### src/rtl/bcd_to_bin_converter.sv
// bcd_to_bin_converter: sequential reverse double-dabble, packed BCD in, binary out, one shift step per clock
//   params : DIGITS BCD digits on bcd_in, OUT_W result width (>= 4*DIGITS, zero-extended)
//   in     : clk, rst_n (async active-low), bcd_in, in_valid, out_ready
//   out    : in_ready (IDLE), bin_out (held while out_valid), out_valid, err (non-BCD input, only with BCD_CHECK_EN)
//   macro  : BCD_CHECK_EN enables input digit checking; undefined -> err is always 0
module bcd_to_bin_converter #(
    parameter int DIGITS = 3,
    parameter int OUT_W  = 24
) (
    input  logic                  clk,
    input  logic                  rst_n,
    input  logic [4*DIGITS-1:0]   bcd_in,
    input  logic                  in_valid,
    output logic                  in_ready,
    output logic [OUT_W-1:0]      bin_out,
    output logic                  out_valid,
    input  logic                  out_ready,
    output logic                  err
);
    localparam int BW = 4*DIGITS;
    localparam int CW = $clog2(BW+1);
    typedef enum logic [1:0] {IDLE, SHIFT, DONE} state_t;
    state_t state, state_nx;
    logic [BW-1:0] bcd_reg, bin_reg, bcd_raw, bcd_sh, bin_sh;
    logic [CW-1:0] cnt;
    logic bad_in, bad_reg, finish;
    // one step: shift right across both halves, then pull every digit that reached >= 8 back by 3
    always_comb begin
        {bcd_raw, bin_sh} = {bcd_reg, bin_reg} >> 1;
        bcd_sh = bcd_raw;
        for (int d = 0; d < DIGITS; d++)
            bcd_sh[4*d+:4] = bcd_raw[4*d+:4] >= 4'd8 ? bcd_raw[4*d+:4] - 4'd3 : bcd_raw[4*d+:4];
    end
`ifdef BCD_CHECK_EN
    always_comb begin
        bad_in = 1'b0;
        for (int d = 0; d < DIGITS; d++)
            bad_in = bad_in | (bcd_in[4*d+:4] > 4'd9);
    end
`else
    assign bad_in = 1'b0;
`endif
    // a bad input spends a single edge in SHIFT, so the error result appears one edge after accept
    assign finish    = bad_reg || cnt == CW'(BW);
    assign in_ready  = state == IDLE;
    assign out_valid = state == DONE;
    always_comb begin
        state_nx = state;
        state_nx = (state == IDLE  && in_valid)  ? SHIFT :
                   (state == SHIFT && finish)    ? DONE  :
                   (state == DONE  && out_ready) ? IDLE  : state;
    end
    always_ff @(posedge clk or negedge rst_n) begin
        if (!rst_n) begin
            state   <= IDLE;
            bcd_reg <= '0;
            bin_reg <= '0;
            cnt     <= '0;
            bad_reg <= 1'b0;
            bin_out <= '0;
            err     <= 1'b0;
        end else begin
            state <= state_nx;
            if (state == IDLE && in_valid) begin
                bcd_reg <= bcd_in;
                bin_reg <= '0;
                cnt     <= '0;
                bad_reg <= bad_in;
            end else if (state == SHIFT) begin
                if (finish) begin
                    bin_out <= bad_reg ? '0 : OUT_W'(bin_reg);
                    err     <= bad_reg;
                end else begin
                    bcd_reg <= bcd_sh;
                    bin_reg <= bin_sh;
                    cnt     <= cnt + 1'b1;
                end
            end else if (state == DONE && out_ready) begin
                err <= 1'b0;
            end
        end
    end
endmodule

### config.mk
export PLATFORM = sky130hd
export DESIGN_NAME = bcd_to_bin_converter
export DESIGN_NICKNAME = d
export VERILOG_FILES = /design/src/rtl/bcd_to_bin_converter.sv
export SDC_FILE = /design/constraint.sdc
export NUM_CORES = 1
export LEC_CHECK = 0
export CAP_MARGIN = 20
export CORE_ASPECT_RATIO = 0.75
export CORE_MARGIN = 2
export CORE_UTILIZATION = 49
export DETAILED_ROUTE_END_ITERATION = 8
export GPL_TIMING_DRIVEN = 0
export PLACE_DENSITY = 0.76
export SYNTH_ARGS = -nofsm -noshare
export SYNTH_HDL_FRONTEND = slang
export SYNTH_SLANG_ARGS = --single-unit
### constraint.sdc
create_clock -name clk -period 3 [get_ports clk]
set_clock_uncertainty 0.05 [all_clocks]
set_input_delay 0.6 -clock clk [delete_from_list [all_inputs] [get_ports clk]]
set_output_delay 0.6 -clock clk [all_outputs]
set_load 0.05 [all_outputs]
---- After elaboration in Yosys (flattened, before gate mapping) ----
Cells that the tools add are included.
storage, ports and cells
  output and inout bits ................... 27
  register bits ........................... 43
  input port bits ......................... 16
operators by class
  muxes and demuxes ....................... 18
  equality and inequality tests ........... 5
  order comparisons ....................... 3
  add/sub/neg operators ................... 4
  bitwise gates (word level) .............. 1
  reduce and logical (&&, ||, !) cells .... 10
operators with widths
  operator             number
  $mux 12              6
  $mux 4               6
  $ge 4x4->1 const B   2
  $sub 4x2->4 const B  2
  $mux 2               3
  $reduce_and 3->1     2
  $add 4x1->4 const B  1
  $eq 4x4->1 const B   1
  $ge 3x4->1 const B   1
  $reduce_bool 2->1    2
  $sub 3x2->4 const B  1
  $logic_and 1x1->1    3
  $mux 1               3
  $reduce_bool 3->1    1
  $eq 2x1->1 const B   1
  $eq 2x2->1 const B   1
  $logic_not 2->1      1
  $ne 2x1->1 const B   1
  $ne 2x2->1 const B   1
  $reduce_and 2->1     1
  $not 1->1            1

---- Longest topological paths before layout ----
Gate-level depths: netlist (run 1).
  word-level depth ........................ 5
  mapped depth ............................ 7
  gate-level depth less buffers ........... 5

---- Least setup slack after synthesis (run 1) ----
No wires, ideal clock.
  path kind ............................... reg2out
  start point ............................. reg state[0]
  end point ............................... out in_ready
  path buffers ............................ 0
  cell stages (with the launch flop) ...... 2
  arrival time ............................ 1.094 ns
  setup slack ............................. 1.256 ns
  data required time ...................... 2.350 ns
  cells stage by stage .................... dfrtp_1 -> nor2_1
on the way
  word-level cells in the longest chain between the ends .. 1
RTL lines
  what                    RTL line  source
  from (decl)             23        state_t state, state_nx;
  from (signal assigned)  63        state <= state_nx;
  $logic_not 2->1         45        assign in_ready = state == IDLE;
  to (decl)               14        output logic in_ready,
Every way passes these cells.

---- Final worst setup path (run 1) ----
  start point ............................. reg state[0]
  end point ............................... out out_valid
on the way
  word-level cells in the longest chain between the ends .. 1
RTL lines
  what        RTL line  source
  $eq 2x2->1  46        assign out_valid = state == DONE;
  to (decl)   16        output logic out_valid,
Every way passes these cells.

==> flow_metrics.tcl, run 1 <==
set metrics [dict create \
    finalNetCount 263 \
    clk_latency_ps 300 \
    antenna_found_initial 0 \
    synth-seq-cells 42 \
    synth_cells 192 \
    crit_start "state[0]" \
    ir_drop_v 0.000216 \
    fin_ws_ps 562 \
    design.die.area_um2 4970 \
    relSlewSlack_pct 66.8 \
    yosysWarnings 0 \
    drive_gt1_share_pct 21.1 \
    crit_path_start_kind "register" \
    netlist_area_um2 2160 \
    r2r_end "bin_reg[9]" \
    avgSynthCellArea_um2 11.3 \
    cts_root_buf "clkbuf_8" \
    max_freq_mhz 410 \
    reg2reg_depth 7 \
    vias_per_cell 5.18 \
    place.port_buffers 29 \
    fillers 353 \
    hold_path.class "in2async" \
    path_cells "and2b_2 -> clkdlybuf4s50_1" \
    synth_area_leaders "dfrtp_1, mux2_4, buf_4" \
    grt_start_max_net_pins 27 \
    power_leakage_nw 1.24 \
    die_h_um 61.5 \
    ant_nets 0 \
    dr.pass1.iters 4 \
    critPathCaptureType "output port" \
    dp_hpwl_mm 2.92 \
    dp_slack_ps 800 \
    reg2reg_from "cnt[0]" \
    num_vias 1537 \
    finalHoldViolCount 0 \
    gp_congestion 0.795 \
    synth-compound-area-share_pct 13.4 \
    track_usage_pct 18.6 \
    crit_family "buffers and inverters" \
    synth_top_area_share_pct 48.6 \
    clk_pin_slew_ps 80 \
    cts_made_buffers 5 \
    critPathArrivalTime_ps 1790 \
    core_area_um2 4150 \
    num_rows 20 \
    cp_slowest_cell "clkdlybuf4s50_1" \
    slew_violations 0 \
    grt_overflow 0 \
    crit_cells 2 \
    synth-simple-area-share_pct 11.6 \
    grt_pass1_vias 1423 \
    synth_cell_type_count 36 \
    remaining_drc_errors 0 \
    setup_violations 0 \
    setup_tns_ps 0 \
    cts_resized 0 \
    cts_sinks 42 \
    final_cell_mix "dfrtp_1, clkdlybuf4s50_1, buf_4, nand3_1" \
    syn_to_final_growth_pct 24.3 \
    required_ps 2350 \
    num_io_pins 43 \
    run_status "complete, no violations" \
    rrSetupSlack_ps 1140 \
    fin_crit_sh_pct 81.3 \
    ctsHoldBuffers 0 \
    crit_buf_inv 1 \
    cts_tree "yes" \
    yosysTopAreaCell "dfrtp_1" \
    synth_fa_ha_area_share_pct 3.47 \
    muxShareOfSynthArea_pct 10.4 \
    post_cts_buffers 0 \
    die_x_um 80.7 \
    final_common_cell "dfrtp_1" \
    path_class "reg2out" \
    drt-initial-drc-count 103 \
    start_util_pct 52.1 \
    rsz0062_at_grt "no" \
    critPathCapture "out_valid" \
    cts.htree.levels 2 \
    drv_cap 0 \
    grt_first_pass_wirelength_mm 6.82 \
    synth_xor_area_share_pct 1.62 \
    path_max_fanout 8 \
    antenna_cells 0 \
    synth_top_family_by_area "compound AO/OA/AOI/OAI gates" \
    max_stage_delay_ps 790 \
    synth-seq-area-share_pct 48.6 \
    routed_wl_mm 4.15 \
    worst_slew_pin_slew_ps 496 \
    p_per_area_nw_per_um2 429 \
    min_period_ps 2440 \
    detail_route.wl_per_cell_um 14.0 \
    cts_max_path_buffers 2 \
]
final cells by class:
type	instances	area (um2)	area share, %
buffer	26	200	7.45
sequential	42	1050	39.1
multi-input combinational	127	923	34.3
clock buffer	7	76.3	2.84
clock inverter	1	30.0	1.12
inverter	9	33.8	1.26
timing repair buffer	30	305	11.4
tap	55	68.8	2.56
power by group:
group	switching (W)	total (W)	internal [W]
Combinational	0.0000648	0.000115	0.0000506
Clock	0.000192	0.000442	0.000249
Sequential	0.0000145	0.000597	0.000582
cells in the mapped netlist:
cell / n
conb_1: 1
a21oi_4: 1
clkbuf_1: 1
and2_1: 2
o31ai_1: 1
mux2_2: 1
buf_2: 5
nand2b_1: 3
a221o_1: 7
xnor2_1: 4
ha_1: 6
mux2_4: 10
buf_4: 15
a21oi_1: 12
mux2i_1: 4
nand3_1: 15
nor2_1: 5
o311a_1: 2
nand3_2: 1
dfrtp_1: 42
buf_6: 4
nor2_4: 1
a221oi_1: 4
mux2_1: 2
o21ai_1: 3
nor3b_2: 1
nor2_2: 1
clkbuf_8: 1
or3b_1: 1
inv_1: 9
o21ai_0: 13
nand2_1: 5
and2b_2: 1
nor3_1: 2
and3_1: 5
nor2b_2: 1
worst min-delay path by stage:
stage | cells past startpoint | to | slack [ps] | start
final | 1 | bcd_reg[8] | 170 | rst_n
after global routing | 1 | bcd_reg[8] | 190 | rst_n
after CTS | 1 | bcd_reg[8] | 180 | rst_n
after detailed placement | 1 | bin_out[0] | 440 | bin_out[0]
after global placement | 1 | bin_out[0] | 420 | bin_out[0]
after floorplan | 0 | bcd_reg[0] | 250 | rst_n
cells by family (layout without fill, tap and decap cells):
kind of cell,count (synthesis),in the layout
multiplexers,17,17
other,1,13
adder cells (fa/ha/maj),6,6
XOR/XNOR,4,4
buffers and inverters,35,73
AO/OA/AOI/OAI,43,43
flip-flops,42,42
AND/OR/NAND/NOR,44,44
per-stage QoR:
step | total power (W) | hold WS [ps] | utilization, % | area (um2) | instances
after floorplan | 0.000681 | 254 | - | 2210 | 204
after CTS | 0.00116 | 181 | 64.7 | 2690 | 297
final | 0.00115 | 175 | 64.7 | 2690 | 297
after detailed placement | 0.000723 | 436 | 62.2 | 2580 | 289
after global placement | 0.000719 | 421 | 61.8 | 2570 | 288
after global routing | 0.00120 | 194 | 64.7 | 2690 | 297
metal layers:
| layer | global-route usage, % | routed length (um) | part of all wire (%) | vias to the layer above |
|---|---|---|---|---|
| met5 | 0 | 0 | 0 | - |
| met4 | 8.72 | 36 | 0.87 | 0 |
| met3 | 4.69 | 244 | 5.9 | 3 |
| met2 | 25.8 | 1790 | 43 | 55 |
| met1 | 27.4 | 2080 | 50 | 731 |
| li1 | - | - | - | 748 |
(Power assumes the default switching activity.)
==> run 2: changes to the inputs <==
- clock period: 3 -> 2.3 ns (I/O delays scaled with it)
==> run 2 against run 1 <==
Sequential share of layout area about the same. Global-route usage unchanged. Register-to-register slack got worse by 700 ps. Clock power increased by 30%. Worst hold slack got worse by 140 ps. Setup slack got worse by 470 ps. Critical endpoint is now in_ready. Largest cell class unchanged.
==> flow_metrics.tcl, run 2 (synthesis gave the netlist of run 1 again) <==
set metrics [dict create \
    run_status "complete, no violations" \
    routed_wl_mm 4.15 \
    start_util_pct 52.1 \
    clk_latency_ps 300 \
    required_ps 1790 \
    num_vias 1537 \
    ant_nets 0 \
    place.port_buffers 29 \
    design.die.area_um2 4970 \
    core_area_um2 4150 \
    ctsHoldBuffers 0 \
    cts_root_buf "clkbuf_8" \
    cts_sinks 42 \
    critPathCaptureType "output port" \
    path_class "reg2out" \
    drt-initial-drc-count 103 \
    antenna_cells 0 \
    path_max_fanout 8 \
    fillers 354 \
    crit_buf_inv 1 \
    final_cell_mix "dfrtp_1, clkdlybuf4s50_1, buf_4, nand3_1" \
    critPathArrivalTime_ps 1690 \
    vias_per_cell 5.18 \
    dp_hpwl_mm 2.92 \
    clk_pin_slew_ps 80 \
    fin_ws_ps 95.6 \
    post_cts_buffers 0 \
    multi_input_area_um2 923 \
    crit_path_start_kind "register" \
    cts_tree "yes" \
    gp_congestion 0.795 \
    ir_drop_v 0.000282 \
    path_cells "nor2_1 -> clkdlybuf4s50_1" \
    num_rows 20 \
    min_period_ps 2200 \
    finalHoldViolCount 0 \
    num_io_pins 43 \
    track_usage_pct 18.6 \
    antenna_found_initial 0 \
    dp_slack_ps 240 \
    power_leakage_nw 1.24 \
    cts_made_buffers 5 \
    worst_slew_pin_slew_ps 496 \
    p_per_area_nw_per_um2 560 \
    slew_violations 0 \
    max_stage_delay_ps 810 \
    grt_start_max_net_pins 27 \
    dr.pass1.iters 4 \
    grt_pass1_vias 1423 \
    die_x_um 80.7 \
    rsz0062_at_grt "no" \
    crit_family "buffers and inverters" \
    power_w 0.00150 \
    fin_crit_sh_pct 95.8 \
    cts_max_path_buffers 2 \
    final_common_cell "dfrtp_1" \
    cts.htree.levels 2 \
    drive_gt1_share_pct 21.1 \
    grt_first_pass_wirelength_mm 6.82 \
    remaining_drc_errors 0 \
    die_h_um 61.5 \
    finalNetCount 263 \
    drv_cap 0 \
    relSlewSlack_pct 66.8 \
    regArea_um2 1050 \
    detail_route.wl_per_cell_um 14.0 \
    grt_overflow 0 \
    hold_path.class "in2async" \
    max_freq_mhz 454 \
    syn_to_final_growth_pct 24.2 \
    setup_violations 0 \
    cp_slowest_cell "clkdlybuf4s50_1" \
]
-- run 2: cell count changes in the layout (fill, tap and decap cells not counted), sizes merged --
cell | before | now
clkdlybuf4s50 | 28 | 27
dlygate4sd2 | 0 | 1
-- run 2: path summary, 6_finish.rpt --
| path | from | end | slack [ps] | cells after the start |
|---|---|---|---|---|
| worst max-delay path | state[0] | in_ready | 100 | 2 |
| worst max register to register | cnt[0] | bin_reg[9] | 440 | 7 |
| min in group clk | bin_out[0] | bin_out[0] | 450 | 1 |
| max in group asynchronous | rst_n | bin_reg[9] | 1690 | 2 |
| worst min-delay path | rst_n | bcd_reg[8] | 30 | 1 |
| worst min register to register | bin_out[0] | bin_out[0] | 450 | 1 |
-- run 2: where the power goes --
part	switching [W]	total (W)	internal [W]
Sequential	0.0000189	0.000778	0.000759
Combinational	0.0000845	0.000150	0.0000659
Clock	0.000251	0.000576	0.000325
Total	0.000354	0.00150	0.00115
-- run 2: cell type report --
| cell class | count | area share (%) |
|---|---|---|
| flip-flops and latches | 42 | 39.1 |
| clock buffers | 7 | 2.84 |
| multi-input cells | 127 | 34.4 |
| inverters | 9 | 1.26 |
| repair buffers | 30 | 11.3 |
| plain buffers | 26 | 7.45 |
| well taps | 55 | 2.56 |
| clock inverters | 1 | 1.12 |
-- run 2: timing repair --
action | 4_1_cts | 5_1_grt
hold endpoints to repair | 0 | 0
resized for setup | 1 | 0
setup endpoints to repair | 1 | 0
-- run 2: routing by layer --
layer  track usage (%)  wire (um)  vias to the layer above
met2              25.8       1790                       55
met4              8.72         36                        0
met5                 0          0                        -
li1                  -          -                      748
met1              27.4       2080                      731
met3              4.69        244                        3
-- run 2: worst register-to-register path, delay by kind of cell (launching register included) --
family	cells	cell delay [ps]
buffers and inverters	3	720
adder cells (fa/ha/maj)	1	220
flip-flops	1	400
AO/OA/AOI/OAI	1	160
AND/OR/NAND/NOR	2	230
-- run 2: stage by stage --
stage               utilization, %  hold WS [ps]  std cells  TNS, ps  area [um2]
floorplan                        -           114        204        0        2210
global placement              61.8           421        288   -14000        2570
detailed placement            62.2           366        289        0        2580
CTS                           64.7          41.1        297        0        2690
global route                  64.7          53.6        297        0        2690
finish                        64.7          34.7        297        0        2690
==> run 3: changes to the inputs <==
- CTS_BUF_LIST: unset -> sky130_fd_sc_hd__clkbuf_2
- PLACE_DENSITY: 0.76 -> unset
- PLACE_DENSITY_LB_ADDON: unset -> 0.25
==> run 3 against run 2 <==
Die area unchanged. Non-clock buffer count is 1 higher. Clock power shrank 27%. Largest cell class unchanged. Final cell count grew 0.34%. Via count is 0.85% lower. Critical path depth unchanged. Wire length shrank 2.5%. Sequential share of layout area up 0.48 points. Critical path type unchanged. Combinational power barely moved. Global-route usage grew 0.25 points. Power is 10% lower.
==> flow_metrics.tcl, run 3 (synthesis gave the netlist of run 1 again) <==
set metrics [dict create \
    run_status "complete, no violations" \
    required_ps 1790 \
    rrSetupSlack_ps 440 \
    reg2reg_depth 7 \
    final_common_cell "dfrtp_1" \
    hold_path.class "in2async" \
    cts_sinks 42 \
    syn_to_final_growth_pct 22.7 \
    whs_ps 408 \
    critPathArrivalTime_ps 1640 \
    critPathCaptureType "output port" \
    place_inst 289 \
    rsz0062_at_grt "no" \
    place.port_buffers 29 \
    routed_wl_mm 4.05 \
    core_area_um2 4150 \
    cts.htree.levels 2 \
    fillers 358 \
    slew_violations 0 \
    place_area_um2 2580 \
    remaining_drc_errors 0 \
    finalNetCount 264 \
    dr.pass1.iters 4 \
    path_max_fanout 8 \
    path_cells "and2b_2 -> dlygate4sd2_1" \
    power_leakage_nw 1.24 \
    ant_nets 0 \
    drv_cap 0 \
    crit_path_start_kind "register" \
    clk_pin_slew_ps 210 \
    dp_hpwl_mm 2.89 \
    cts_root_buf "clkbuf_2" \
    track_usage_pct 18.9 \
    die_h_um 61.5 \
    fin_crit_sh_pct 93.3 \
    start_util_pct 52.1 \
    grt_start_max_net_pins 28 \
    cp_slowest_cell "dlygate4sd2_1" \
    r2r_end "bin_reg[9]" \
    vias_per_cell 5.11 \
    path_class "reg2out" \
    drt-initial-drc-count 86 \
    num_vias 1524 \
    clk_latency_ps 400 \
    power_w 0.00135 \
    max_stage_delay_ps 520 \
    setup_violations 0 \
    post_cts_buffers 0 \
    detail_route.wl_per_cell_um 13.6 \
    finalInstanceArea_um2 2660 \
    grt_overflow 0 \
    final_cell_mix "dfrtp_1, clkdlybuf4s50_1, buf_4, nand3_1" \
    die_x_um 80.7 \
    cts_tree "yes" \
    num_io_pins 43 \
    grt_first_pass_wirelength_mm 7.01 \
    design.die.area_um2 4970 \
    cts_max_path_buffers 2 \
    max_freq_mhz 466 \
    ir_drop_v 0.000297 \
    reg2reg_from "cnt[0]" \
    p_per_area_nw_per_um2 509 \
    drive_gt1_share_pct 21.8 \
    gp_congestion 0.829 \
    finalHoldViolCount 0 \
    antenna_found_initial 0 \
    antenna_cells 0 \
    min_period_ps 2150 \
    cts_made_buffers 5 \
    final_cells 298 \
    grt_pass1_vias 1503 \
    num_rows 20 \
]
## run 3: changes by cell type in the layout (fill, tap and decap cells not counted), sizes merged
cell / before / now
dlygate4sd2: 1 / 2
clkdlybuf4s50: 27 / 26
dlygate4sd3: 0 / 1
## run 3: critical path: cells and delay by family, from the launching register on
family / cells / cell delay (ps)
buffers and inverters: 1 / 520
DFF: 1 / 490
and+or+nand+nor: 1 / 240
## run 3: power by group
part,switching [W],leakage (nW),internal (W)
Clock,0.000227,0.0432,0.000194
Sequential,0.0000188,0.515,0.000761
Combinational,0.0000843,0.686,0.0000668
## run 3: layer usage
metal / up-vias / GRT usage [%] / wire (um)
li1: 748 / - / -
met1: 716 / 27.9 / 1980
met2: 55 / 27.1 / 1730
met3: 5 / 4.11 / 284
met4: 0 / 7.75 / 53
met5: - / 0 / 0
## run 3: cell type report
class | count | area [um2] | area share [%]
clock buffers | 7 | 35.0 | 1.32
clock inverters | 1 | 30.0 | 1.13
inverters | 9 | 33.8 | 1.27
plain buffers | 26 | 200 | 7.54
well taps | 55 | 68.8 | 2.59
flip-flops and latches | 42 | 1050 | 39.6
repair buffers | 31 | 313 | 11.8
multi-input cells | 127 | 923 | 34.8
## run 3: what timing repair did
action	4_1_cts	5_1_grt
hold endpoints to repair	15	0
hold buffers	1	0
endpoints found under the setup margin	2	0
gates resized for setup	2	0
## run 3: per-stage QoR
stage	setup TNS [ps]	util (%)	setup WS, ps
2_1_floorplan	0	-	672
3_3_place_gp	-14700	61.8	-352
3_5_place_dp	0	62.2	240
4_1_cts	0	63.9	121
5_1_grt	0	63.9	68.7
6_report	0	63.9	154
## run 3: how the worst max path moves through the flow
stage	start	cells after the start	slack [ps]	end
2_1_floorplan	cnt[0]	6	670	bcd_reg[7]
3_3_place_gp	rst_n	1	-350	bin_out[9]
3_5_place_dp	in_valid	5	240	bin_reg[9]
4_1_cts	state[0]	2	120	out_valid
5_1_grt	state[0]	2	70	out_valid
6_report	state[0]	2	150	out_valid
